File: src/rtl/fetch_stage_pkg.sv
// fetch_stage_pkg: shared definitions for the instruction fetch stage.
//   INST_NOP      - instruction presented to decode while no real one exists
//   fetch_state_t - request FSM: FETCH_WAIT means one request is outstanding
//   fetch_entry_t - one fetch buffer entry, {pc, inst}
package fetch_stage_pkg;

    localparam logic [31:0] INST_NOP = 32'h0000_0013;

    typedef enum logic {
        FETCH_IDLE = 1'b0,
        FETCH_WAIT = 1'b1
    } fetch_state_t;

    typedef struct packed {
        logic [31:0] pc;
        logic [31:0] inst;
    } fetch_entry_t;

endpackage

File: src/rtl/fetch_stage_fetch_buffer.sv
// fetch_buffer: synchronous FIFO of {pc, inst} entries between the memory
// response channel and the decode output register.
//   clk, rst   - clock, synchronous active-high reset
//   push       - write push_data (ignored when full)
//   push_data  - entry to write
//   pop        - advance the head (ignored when empty)
//   flush      - empty the FIFO; wins over push and pop
//   count      - number of valid entries, 0..BUF_DEPTH
//   head       - oldest entry, meaningful only when count != 0
module fetch_buffer
    import fetch_stage_pkg::*;
#(
    parameter int unsigned BUF_DEPTH = 2,
    localparam int unsigned AW = $clog2(BUF_DEPTH),
    localparam int unsigned CW = AW + 1
) (
    input  logic         clk,
    input  logic         rst,
    input  logic         push,
    input  fetch_entry_t push_data,
    input  logic         pop,
    input  logic         flush,
    output logic [CW-1:0] count,
    output fetch_entry_t head
);

    fetch_entry_t   mem [BUF_DEPTH];
    logic [AW-1:0]  rd_ptr;
    logic [AW-1:0]  wr_ptr;
    logic           do_push;
    logic           do_pop;

    always_comb begin
        do_push = push && (count != CW'(BUF_DEPTH));
        do_pop  = pop && (count != '0);
    end

    assign head = mem[rd_ptr];

    // Storage is not reset; entries are only visible once count covers them.
    always_ff @(posedge clk) begin
        if (do_push) begin
            mem[wr_ptr] <= push_data;
        end
    end

    // Depth is a power of two, so the pointers wrap naturally.
    always_ff @(posedge clk) begin
        if (rst || flush) begin
            rd_ptr <= '0;
            wr_ptr <= '0;
            count  <= '0;
        end else begin
            if (do_push) begin
                wr_ptr <= wr_ptr + AW'(1);
            end
            if (do_pop) begin
                rd_ptr <= rd_ptr + AW'(1);
            end
            count <= count + CW'(do_push) - CW'(do_pop);
        end
    end

endmodule

File: src/rtl/fetch_stage.sv
// fetch_stage: owns the program counter, issues one word read at a time to
// instruction memory, buffers responses and presents {pc, inst} to decode.
//   clk, rst                 - clock, synchronous active-high reset
//   imem_req_valid/ready     - request handshake; imem_req_addr is 4-aligned
//   imem_resp_valid/data     - in-order read data, one per accepted request
//   redirect_valid/pc        - flush and restart fetch at redirect_pc & ~3
//   stall_flg                - decode holds; output registers frozen
//   output_inst/reg_pc/valid - instruction to decode; NOP when valid is low
module fetch_stage
    import fetch_stage_pkg::*;
#(
    parameter logic [31:0] RESET_PC  = 32'h0000_0000,
    parameter int unsigned BUF_DEPTH = 2
) (
    input  logic        clk,
    input  logic        rst,
    output logic        imem_req_valid,
    input  logic        imem_req_ready,
    output logic [31:0] imem_req_addr,
    input  logic        imem_resp_valid,
    input  logic [31:0] imem_resp_data,
    input  logic        redirect_valid,
    input  logic [31:0] redirect_pc,
    input  logic        stall_flg,
    output logic [31:0] output_inst,
    output logic [31:0] output_reg_pc,
    output logic        output_valid
);

    localparam int unsigned CW = $clog2(BUF_DEPTH) + 1;

    fetch_state_t  state;
    logic [31:0]   fetch_pc;
    logic [31:0]   req_pc;
    logic          drop;
    logic [CW-1:0] buf_count;
    fetch_entry_t  buf_head;
    fetch_entry_t  buf_in;
    logic          resp_take;
    logic          buf_push;
    logic          buf_pop;

    // Issuing only while a slot is free reserves room for the response.
    always_comb begin
        imem_req_valid = (state == FETCH_IDLE) && (buf_count < CW'(BUF_DEPTH))
                         && !redirect_valid && !rst;
        resp_take      = (state == FETCH_WAIT) && imem_resp_valid;
        buf_push       = resp_take && !drop && !redirect_valid;
        buf_pop        = !stall_flg && !redirect_valid && (buf_count != '0);
        buf_in.pc      = req_pc;
        buf_in.inst    = imem_resp_data;
    end

    assign imem_req_addr = fetch_pc;

    fetch_buffer #(
        .BUF_DEPTH (BUF_DEPTH)
    ) u_fetch_buffer (
        .clk       (clk),
        .rst       (rst),
        .push      (buf_push),
        .push_data (buf_in),
        .pop       (buf_pop),
        .flush     (redirect_valid),
        .count     (buf_count),
        .head      (buf_head)
    );

    always_ff @(posedge clk) begin
        if (rst) begin
            state         <= FETCH_IDLE;
            fetch_pc      <= RESET_PC;
            req_pc        <= '0;
            drop          <= 1'b0;
            output_inst   <= INST_NOP;
            output_reg_pc <= '0;
            output_valid  <= 1'b0;
        end else if (redirect_valid) begin
            fetch_pc     <= redirect_pc & ~32'h3;
            output_inst  <= INST_NOP;
            output_valid <= 1'b0;
            // An in-flight request with no response yet will still answer;
            // wait for it and throw it away before issuing the new target.
            if ((state == FETCH_WAIT) && !imem_resp_valid) begin
                drop  <= 1'b1;
                state <= FETCH_WAIT;
            end else begin
                drop  <= 1'b0;
                state <= FETCH_IDLE;
            end
        end else begin
            if (imem_req_valid && imem_req_ready) begin
                fetch_pc <= fetch_pc + 32'd4;
                req_pc   <= fetch_pc;
                state    <= FETCH_WAIT;
            end
            if (resp_take) begin
                drop  <= 1'b0;
                state <= FETCH_IDLE;
            end
            if (!stall_flg) begin
                if (buf_count != '0) begin
                    output_inst   <= buf_head.inst;
                    output_reg_pc <= buf_head.pc;
                    output_valid  <= 1'b1;
                end else begin
                    output_inst  <= INST_NOP;
                    output_valid <= 1'b0;
                end
            end
        end
    end

endmodule

File: config.mk
export PLATFORM = sky130hd
export DESIGN_NAME = fetch_stage
export DESIGN_NICKNAME = d
export VERILOG_FILES = /design/src/rtl/fetch_stage_pkg.sv /design/src/rtl/fetch_stage_fetch_buffer.sv /design/src/rtl/fetch_stage.sv
export SDC_FILE = /design/constraint.sdc
export NUM_CORES = 1
export LEC_CHECK = 0
export BUFFER_PORTS_ARGS = -buffer_cell sky130_fd_sc_hd__buf_2
export CAP_MARGIN = 20
export CORE_ASPECT_RATIO = 0.8
export CORE_MARGIN = 4
export CORE_UTILIZATION = 51
export DETAILED_ROUTE_END_ITERATION = 12
export PLACE_DENSITY = 0.81
export SYNTH_ARGS = -nofsm -noshare
export SYNTH_HDL_FRONTEND = slang
export SYNTH_HIERARCHICAL = 1
export SYNTH_SLANG_ARGS = --single-unit
File: constraint.sdc
create_clock -name clk -period 5.2 [get_ports clk]
set_input_delay 0.26 -clock clk [delete_from_list [all_inputs] [get_ports clk]]
set_output_delay 0.26 -clock clk [all_outputs]
set_load 0.05 [all_outputs]
Yosys cells after proc, flatten, opt, wreduce, memory -nomap -nowiden
Memory sizes are Yosys's and may differ from the RTL's. A register that Yosys moved wholly into a read port is not among the register bits.
Cells that the tools add are included.

word-level totals
  bits in registers = 135
  RAM bits = 128
  bits of input ports = 70
  output and inout bits = 98
  word-level logic and storage cells = 61
  memories kept = 1

cells by class
  add/sub/neg operators = 5
  order comparisons = 1
  equal/unequal tests = 1
  muxes and demuxes = 14
  bitwise gates (word level) = 3
  reductions and logical operators = 25

memory list
  memory              depth  width  rd ports  clocked after memory_dff  wr ports  RTL line                        text
  u_fetch_buffer.mem  2      64     1         1                         1         fetch_stage_fetch_buffer.sv:27  fetch_entry_t mem [BUF_DEPTH];

operators by type and width
  operator                                            number
  two-way mux 32 bit                                  3
  adder 32 x 3 -> 32 bit (second input constant)      1
  logical AND 1 bit                                   12
  two-way mux 1 bit                                   11
  nonzero test 2 bit                                  3
  logical NOT 1 bit                                   5
  NOT 1 bit                                           3
  AND reduction 3 bit                                 1
  nonzero test 3 bit                                  1
  adder 1 bit (second input constant)                 2
  adder 2 x 1 -> 2 bit                                1
  less-than comparator 2 bit (second input constant)  1
  != test 2 bit (second input constant)               1
  AND reduction 2 bit                                 1
  OR reduction 2 bit                                  1
  subtractor 2 x 1 -> 2 bit                           1
  logical OR 1 bit                                    1

Depth between registers and ports, before layout
Gate-level depths: netlist of run 1.

  depth in word-level cells = 8
  gate-level depth with buffers = 10

Cells and area by module
Netlist of run 1, hierarchy kept.

modules (own cells, without submodules)
  module        times used  cells each  area each (µm²)  sequential area each (µm²)
  fetch_stage   1           636         5187.5           2542.4
  fetch_buffer  1           230         4901.0           3943.8

Worst setup path after synthesis of run 1
OpenSTA, ideal clock, no wires.

  path type = input to register
  start = input port redirect_valid
  end = memory u_fetch_buffer/mem[1][0] (netlist bit), enable pin
  library setup time = 0.486 ns
  arrival = 3.924 ns
  required time = 4.714 ns
  path slack = 0.789 ns
  cell stages on the path = 5
  path buffers = 2
  path through = clkbuf_1 > clkbuf_1 > nor3_1 > nand2_1 > nor2_1

on the way
  word-level cells in the longest chain between the ends = 5

RTL lines
  what                                     RTL line                        text
  start, declared                          fetch_stage.sv:22               input logic redirect_valid,
  logical NOT 1 bit                        fetch_stage.sv:48               buf_push = resp_take && !drop && !redirect_valid;
  logical AND 1 bit                        fetch_stage.sv:48
  via buf_push                             fetch_stage.sv:40               logic buf_push;
  logical AND 1 bit                        fetch_stage_fetch_buffer.sv:34  do_push = push && (count != CW'(BUF_DEPTH));
  two-way mux 1 bit                        fetch_stage_fetch_buffer.sv:42  if (do_push) begin
  two-way mux 1 bit (implied by the code)  fetch_stage_fetch_buffer.sv:43  mem[wr_ptr] <= push_data;
  end, declared                            fetch_stage_fetch_buffer.sv:27

The timed path passes the listed nets, and every way through them passes these cells.

Worst setup path after layout of run 1
  start = register u_fetch_buffer.count[1]
  end = register u_fetch_buffer.count[1]

on the way
  word-level cells in the longest chain between the ends = 4
  elaborated cells on any way between the ends = 7
  those cells by class = add/sub (2); eq/ne (1); reduce/logical (4)

RTL lines
  what                                                       RTL line                                                                           text
  start, declared                                            fetch_stage_fetch_buffer.sv:23                                                     output logic [CW-1:0] count,
  start signal, assigned                                     fetch_stage_fetch_buffer.sv:60                                                     count <= count + CW'(do_push) - CW'(do_pop);
  != test 2 bit or nonzero test 2 bit (tied branches)        fetch_stage_fetch_buffer.sv:34, fetch_stage_fetch_buffer.sv:35, fetch_stage.sv:49
  logical AND 1 bit (on tied branches)                       fetch_stage_fetch_buffer.sv:34, fetch_stage.sv:49
  adder 2 x 1 -> 2 bit or logical AND 1 bit (tied branches)  fetch_stage_fetch_buffer.sv:60, fetch_stage_fetch_buffer.sv:35
  subtractor 2 x 1 -> 2 bit (*)                              fetch_stage_fetch_buffer.sv:60

Mark *: on every way between the ends. The rest lies on a longest branch, timed or not.
A chain may end at the register's enable or synchronous reset.

==> results of run 1 <==
==> power by group through the flow <==
stage	sequential, mW	clock, mW	combinational (mW)
3_3_place_gp	2.25	0	0.203
6_report	2.20	1.92	0.233
3_5_place_dp	2.25	0	0.207
2_1_floorplan	2.29	0	0.0858
4_1_cts	2.20	1.94	0.232
5_1_grt	2.21	2.03	0.249
==> path summary, 6_finish.rpt <==
check	end	cells past startpoint
worst max register to register	u_fetch_buffer/count[1]	10
worst min-delay path	imem_req_addr[10]	3
worst max-delay path	u_fetch_buffer/count[1]	10
worst min register to register	u_fetch_buffer/mem[1][39]	0
==> cell type report <==
cell class | count | share of cell area
antenna | 1 | 0.000203
tap | 258 | 0.0261
clock buffer | 35 | 0.0588
inverter | 12 | 0.00365
sequential | 260 | 0.525
clock inverter | 13 | 0.0131
multi-input combinational | 543 | 0.268
timing repair buffer | 211 | 0.105
==> per-layer routing <==
metal / vias up / part of all wire / global-route usage
li1: 3543 / - / -
met1: 3542 / 0.42 / 0.300
met2: 311 / 0.47 / 0.340
met3: 56 / 0.075 / 0.0384
met4: 0 / 0.034 / 0.0767
met5: - / 0 / 0
==> critical path: stages, from the launching register on <==
cell and delay [ns]:
dfxtp_1 0.54, o21ba_2 0.66, nand2_1 0.11, buf_4 0.28, inv_1 0.48, nand3_1 0.14, o21ai_0 0.13, nor2_1 0.08
ha_1 0.20, or3_1 0.39, mux2i_1 0.14
==> kinds of logic after synthesis <==
family	synth area share
and+or+nand+nor	0.135
DFF	0.643
AOI/OAI and AO/OA	0.105
buffers and inverters	0.0317
muxes	0.0734
xor gates and xnor gates	0.00868
adders and majority gates	0.00248
other	0.000372
==> cell usage in the layout, fill, tap and decap left out, drive strengths merged, types with 9 or more instances in the layout <==
cell	synthesis	routed
nor3	11	11
nand2	151	151
mux2	64	64
a21oi	69	69
dfxtp	132	132
nand3	15	15
clkbuf	39	35
edfxtp	128	128
a22oi	29	29
nor4	12	12
buf	17	172
nand4	14	14
clkinv	1	9
nor2	57	57
dlygate4sd3	0	39
a211oi	11	11
inv	11	12
==> cells in the mapped netlist (5+ instances only) <==
master      n
a31oi_1     6
nand2_1   151
or3_1       8
nor4_1     11
nor2_1     57
nand3_1    15
edfxtp_1  128
a311oi_1    5
a21oi_1    69
a211oi_1   11
mux2_2     64
buf_6       7
inv_1      11
clkbuf_1   39
and4_1      8
dfxtp_1   132
a22oi_1    29
xnor2_1     7
and2_1      5
nand4_1    14
nor3_1     11
==> state kept, by name, summed over array words and instances (netlist names), named ones only <==
register,count
output_inst,32
drop,1
imem_req_addr,30
u_fetch_buffer/wr_ptr,1
output_reg_pc,32
state,1
req_pc,30
u_fetch_buffer/count,2
u_fetch_buffer/mem,128
output_valid,1
u_fetch_buffer/rd_ptr,1
==> impl_metrics.py, run 1 <==
metrics = {
    "sta": {
        "maxSlewViolCount": 0,
        "finalClockSkew_ns": 0.00809,
        "finalCriticalPeriod_ns": 3.24,
        "finalSetupTns_ns": 0,
        "hold_ws_ns": 0.0114,
        "hold_viol_final": 0,
        "clock.fmax_ghz": 0.309,
        "setup_viol": 0,
        "relSlewSlack": 0.304,
        "worst_pin_slew_ns": 1.04,
        "rsz0062_at_grt": "no",
        "fin_crit_sh": 0.623,
        "fin_ws_ns": 1.96,
    },
    "placement": {
        "dpl_worst_slack_ns": 1.82,
        "routabilityCongestion": 0.832,
        "place_inst": 1245,
        "hpwl_um": 15500,
        "place_area_mm2": 0.0111,
        "portBuffers": 163,
    },
    "global_route": {
        "overflow": 0,
        "grt_first_pass_wirelength_um": 38100,
        "antenna_found_initial": 1,
        "grt_pass1_vias": 7321,
        "gr-usage-all-layers": 0.215,
        "grt_max_degree": 73,
    },
    "final_layout": {
        "multiInputGateArea_mm2": 0.00331,
        "syn_to_final_growth_pct": 22.4,
        "seqCellArea_mm2": 0.00649,
        "final_layout_size_suffix_gt1_frac": 0.266,
        "fin_area_mm2": 0.0124,
        "post_layout_nonfiller_instances": 1333,
        "nNetsFinal": 1126,
        "fin_util": 0.643,
        "nFillCells": 1439,
    },
    "critical_path": {
        "path_class": "reg2reg",
        "crit_start": "u_fetch_buffer/count[1]",
        "reg2reg_from": "u_fetch_buffer/count[1]",
        "path_max_fanout": 33,
        "required_ns": 5.64,
        "cp-end-kind": "flip-flop",
        "start_kind": "flip-flop",
        "worstPathArrival_ns": 3.68,
        "regToRegSetupSlack_ns": 1.96,
    },
    "routing": {
        "vias_per_cell": 5.59,
        "routed-via-count": 7452,
        "drt-total-wl_um": 24500,
        "drt_iter0_drc": 730,
        "postRouteAntennaNets": 0,
        "drt_pass1_iterations": 7,
        "post-route-drc-count": 0,
        "wire_per_inst_um": 18.4,
    },
    "yosys": {
        "synth.distinct_cells": 64,
        "yosysTopAreaCell": "edfxtp_1",
        "synthCells": 866,
        "synth_edf_count": 128,
        "synth_area_leaders": "edfxtp_1, dfxtp_1, mux2_2, nand2_1, a21oi_1",
        "synth-seq-cells": 260,
        "seq_area_frac_synth": 0.643,
        "synthArstFlopShare": 0,
        "syn_avg_cell_area_um2": 11.6,
        "yosysWarnings": 6,
        "dominantRegCellSynth": "dfxtp_1",
        "syn_area_mm2": 0.0101,
        "synth_top_cell_area_share": 0.381,
    },
    "worst_hold_path": {
        "worst_hold_path_type": "in2reg",
        "worstHoldStart": "redirect_pc[10]",
    },
    "pwr": {
        "seq_power_share": 0.506,
        "power.share.clock": 0.441,
        "power.leakage_nw": 4.58,
        "ir_drop_uv": 201,
        "p_int_mw": 3.42,
        "p_sw_mw": 0.940,
        "power_density_mw_per_mm2": 353,
        "pwr-share-comb": 0.053,
        "switching_share": 0.216,
        "fin_total_pwr_mw": 4.36,
    },
    "cts": {
        "h-tree-depth": 1,
        "clkTransAtPathRegs_ns": 0.06,
        "cts_inserted_buffers": 26,
        "hold_buffers": 39,
        "post_cts_buffers": 0,
        "cts_tree": "done",
        "clockRootBuffer": "clkbuf_16",
        "cts_num_sinks": 260,
        "clk_path_buf_depth": 3,
        "clk_latency_ns": 0.52,
        "ctsResizeCount": 0,
    },
    "run": {
        "maxCapViolCount": 0,
    },
    "floorplanning": {
        "io_pins": 168,
        "dieHeight_um": 134,
        "die_area_mm2": 0.0221,
        "rows": 45,
        "core_area_mm2": 0.0192,
        "start_util": 0.525,
        "die_w_um": 165,
    },
    "status": {
        "status": "completed",
    },
}
(Power assumes the default switching activity.)
==> run 2: changes to the inputs <==
clock period = 3 ns   (was 5.2 ns; I/O delays follow)
==> impl_metrics.py, run 2 (synthesis results as in run 1) <==
metrics = {
    "final_layout": {
        "nNetsFinal": 1154,
        "multiInputGateArea_mm2": 0.00331,
        "final_common_cell": "buf_2",
        "seqCellArea_mm2": 0.00649,
        "largest_reg_flops": 128,
        "syn_to_final_growth_pct": 24.3,
        "fin_util": 0.653,
        "final_layout_size_suffix_gt1_frac": 0.264,
        "reg.largest.list": "u_fetch_buffer/mem (128), output_inst (32), output_reg_pc (32)",
        "top_register": "u_fetch_buffer/mem",
        "diodes": 0,
        "layout_common_cells": "buf_2, nand2_1, dfxtp_1",
        "nFillCells": 1393,
        "post_layout_nonfiller_instances": 1359,
    },
    "critical_path": {
        "start_kind": "flip-flop",
        "path_class": "reg2reg",
        "required_ns": 3.37,
        "regToRegSetupSlack_ns": 0.54,
        "r2r-end": "imem_req_addr[27]",
        "worstPathArrival_ns": 2.83,
        "reg2reg_from": "u_fetch_buffer/count[1]",
        "worstRegToRegCells": 4,
        "path_max_fanout": 21,
        "cp-end-kind": "flip-flop",
    },
    "sta": {
        "maxSlewViolCount": 0,
        "relSlewSlack": 0.299,
        "worst_pin_slew_ns": 1.05,
        "hold_viol_final": 0,
        "finalCriticalPeriod_ns": 2.46,
        "clock.fmax_ghz": 0.406,
        "rsz0062_at_grt": "no",
        "finalClockSkew_ns": 0.00990,
        "setup_viol": 0,
        "finalSetupTns_ns": 0,
        "fin_crit_sh": 0.822,
    },
    "floorplanning": {
        "die_area_mm2": 0.0221,
        "io_pins": 168,
        "rows": 45,
        "die_w_um": 165,
        "core_area_mm2": 0.0192,
        "start_util": 0.525,
        "dieHeight_um": 134,
    },
    "routing": {
        "post-route-drc-count": 0,
        "drt_pass1_iterations": 5,
        "drt-total-wl_um": 24900,
        "routed-via-count": 7632,
        "drt_iter0_drc": 612,
        "postRouteAntennaNets": 0,
        "vias_per_cell": 5.62,
        "wire_per_inst_um": 18.3,
    },
    "run": {
        "maxCapViolCount": 0,
    },
    "worst_hold_path": {
        "worstHoldStart": "redirect_pc[28]",
        "worst_hold_path_type": "in2reg",
        "min_to": "imem_req_addr[28]",
        "hold_depth": 4,
    },
    "global_route": {
        "grt_first_pass_wirelength_um": 38600,
        "overflow": 0,
        "antenna_found_initial": 0,
        "grt_max_degree": 101,
        "grt_pass1_vias": 7411,
        "gr-usage-all-layers": 0.220,
    },
    "pwr": {
        "ir_drop_uv": 331,
        "fin_total_pwr_mw": 7.38,
        "power.leakage_nw": 4.67,
        "power_density_mw_per_mm2": 589,
    },
    "placement": {
        "portBuffers": 163,
        "hpwl_um": 15700,
        "routabilityCongestion": 0.855,
        "place_inst": 1253,
    },
    "cts": {
        "clk_path_buf_depth": 3,
        "clockRootBuffer": "clkbuf_16",
        "clkTransAtPathRegs_ns": 0.06,
        "post_cts_buffers": 0,
        "clk_latency_ns": 0.51,
        "cts_num_sinks": 260,
        "cts_inserted_buffers": 25,
        "h-tree-depth": 1,
        "cts_tree": "done",
    },
    "status": {
        "status": "completed",
    },
}
[run 2: worst max-delay path by stage]
| stage | from | to | slack [ns] | cells past startpoint |
|---|---|---|---|---|
| after floorplan | redirect_valid | u_fetch_buffer/mem[0][0] | 0.12 | 5 |
| after global placement | u_fetch_buffer/count[1] | imem_req_addr[21] | 0.70 | 4 |
| after detailed placement | u_fetch_buffer/count[1] | imem_req_addr[21] | 0.63 | 4 |
| after CTS | u_fetch_buffer/count[1] | imem_req_addr[21] | 0.55 | 4 |
| after global routing | u_fetch_buffer/count[1] | imem_req_addr[27] | 0.38 | 4 |
| final | u_fetch_buffer/count[1] | imem_req_addr[27] | 0.54 | 4 |
[run 2: what timing repair did]
item,4_1_cts,5_1_grt
hold buffers,60,0
gates resized for setup,0,0
hold endpoints to repair,93,0
setup endpoints to repair,0,0
[run 2: area by class of cell]
cell class,instances,share of cell area
Timing Repair Buffer,240,0.124
Clock inverter,12,0.0112
Inverter,12,0.00359
Clock buffer,34,0.0542
Multi-Input combinational cell,543,0.264
Tap cell,258,0.0257
Sequential cell,260,0.517
[run 2: routing by layer]
metal  up-vias  part of all wire  global-route usage
li1       3587                 -                   -
met1      3648              0.41               0.294
met2       323              0.47               0.355
met3        74             0.079              0.0436
met4         0             0.040              0.0822
met5         -                 0                   0
[run 2: power by group]
group / internal (mW) / total (mW) / leakage [nW] / switching [mW]
combinational: 0.159 / 0.435 / 1.95 / 0.276
sequential: 3.75 / 3.82 / 2.32 / 0.0661
clock: 1.85 / 3.13 / 0.396 / 1.28
[run 2: metrics by stage]
stage / worst slack (ns) / hold slack [ns] / area, um2
3_5_place_dp: 0.634 / 0.341 / 11100
4_1_cts: 0.550 / 0.0547 / 12500
3_3_place_gp: 0.695 / 0.338 / 11100
6_report: 0.535 / 0.0688 / 12500
2_1_floorplan: 0.121 / 0.227 / 10100
5_1_grt: 0.383 / 0.0995 / 12500
[run 2: worst max-delay path, cell delays in order, from the launching register on]
cell and delay [ns]:
dfxtp_1 0.41, or4b_4 0.72, nor4_1 0.58, a211oi_1 0.18, a2111oi_0 0.43
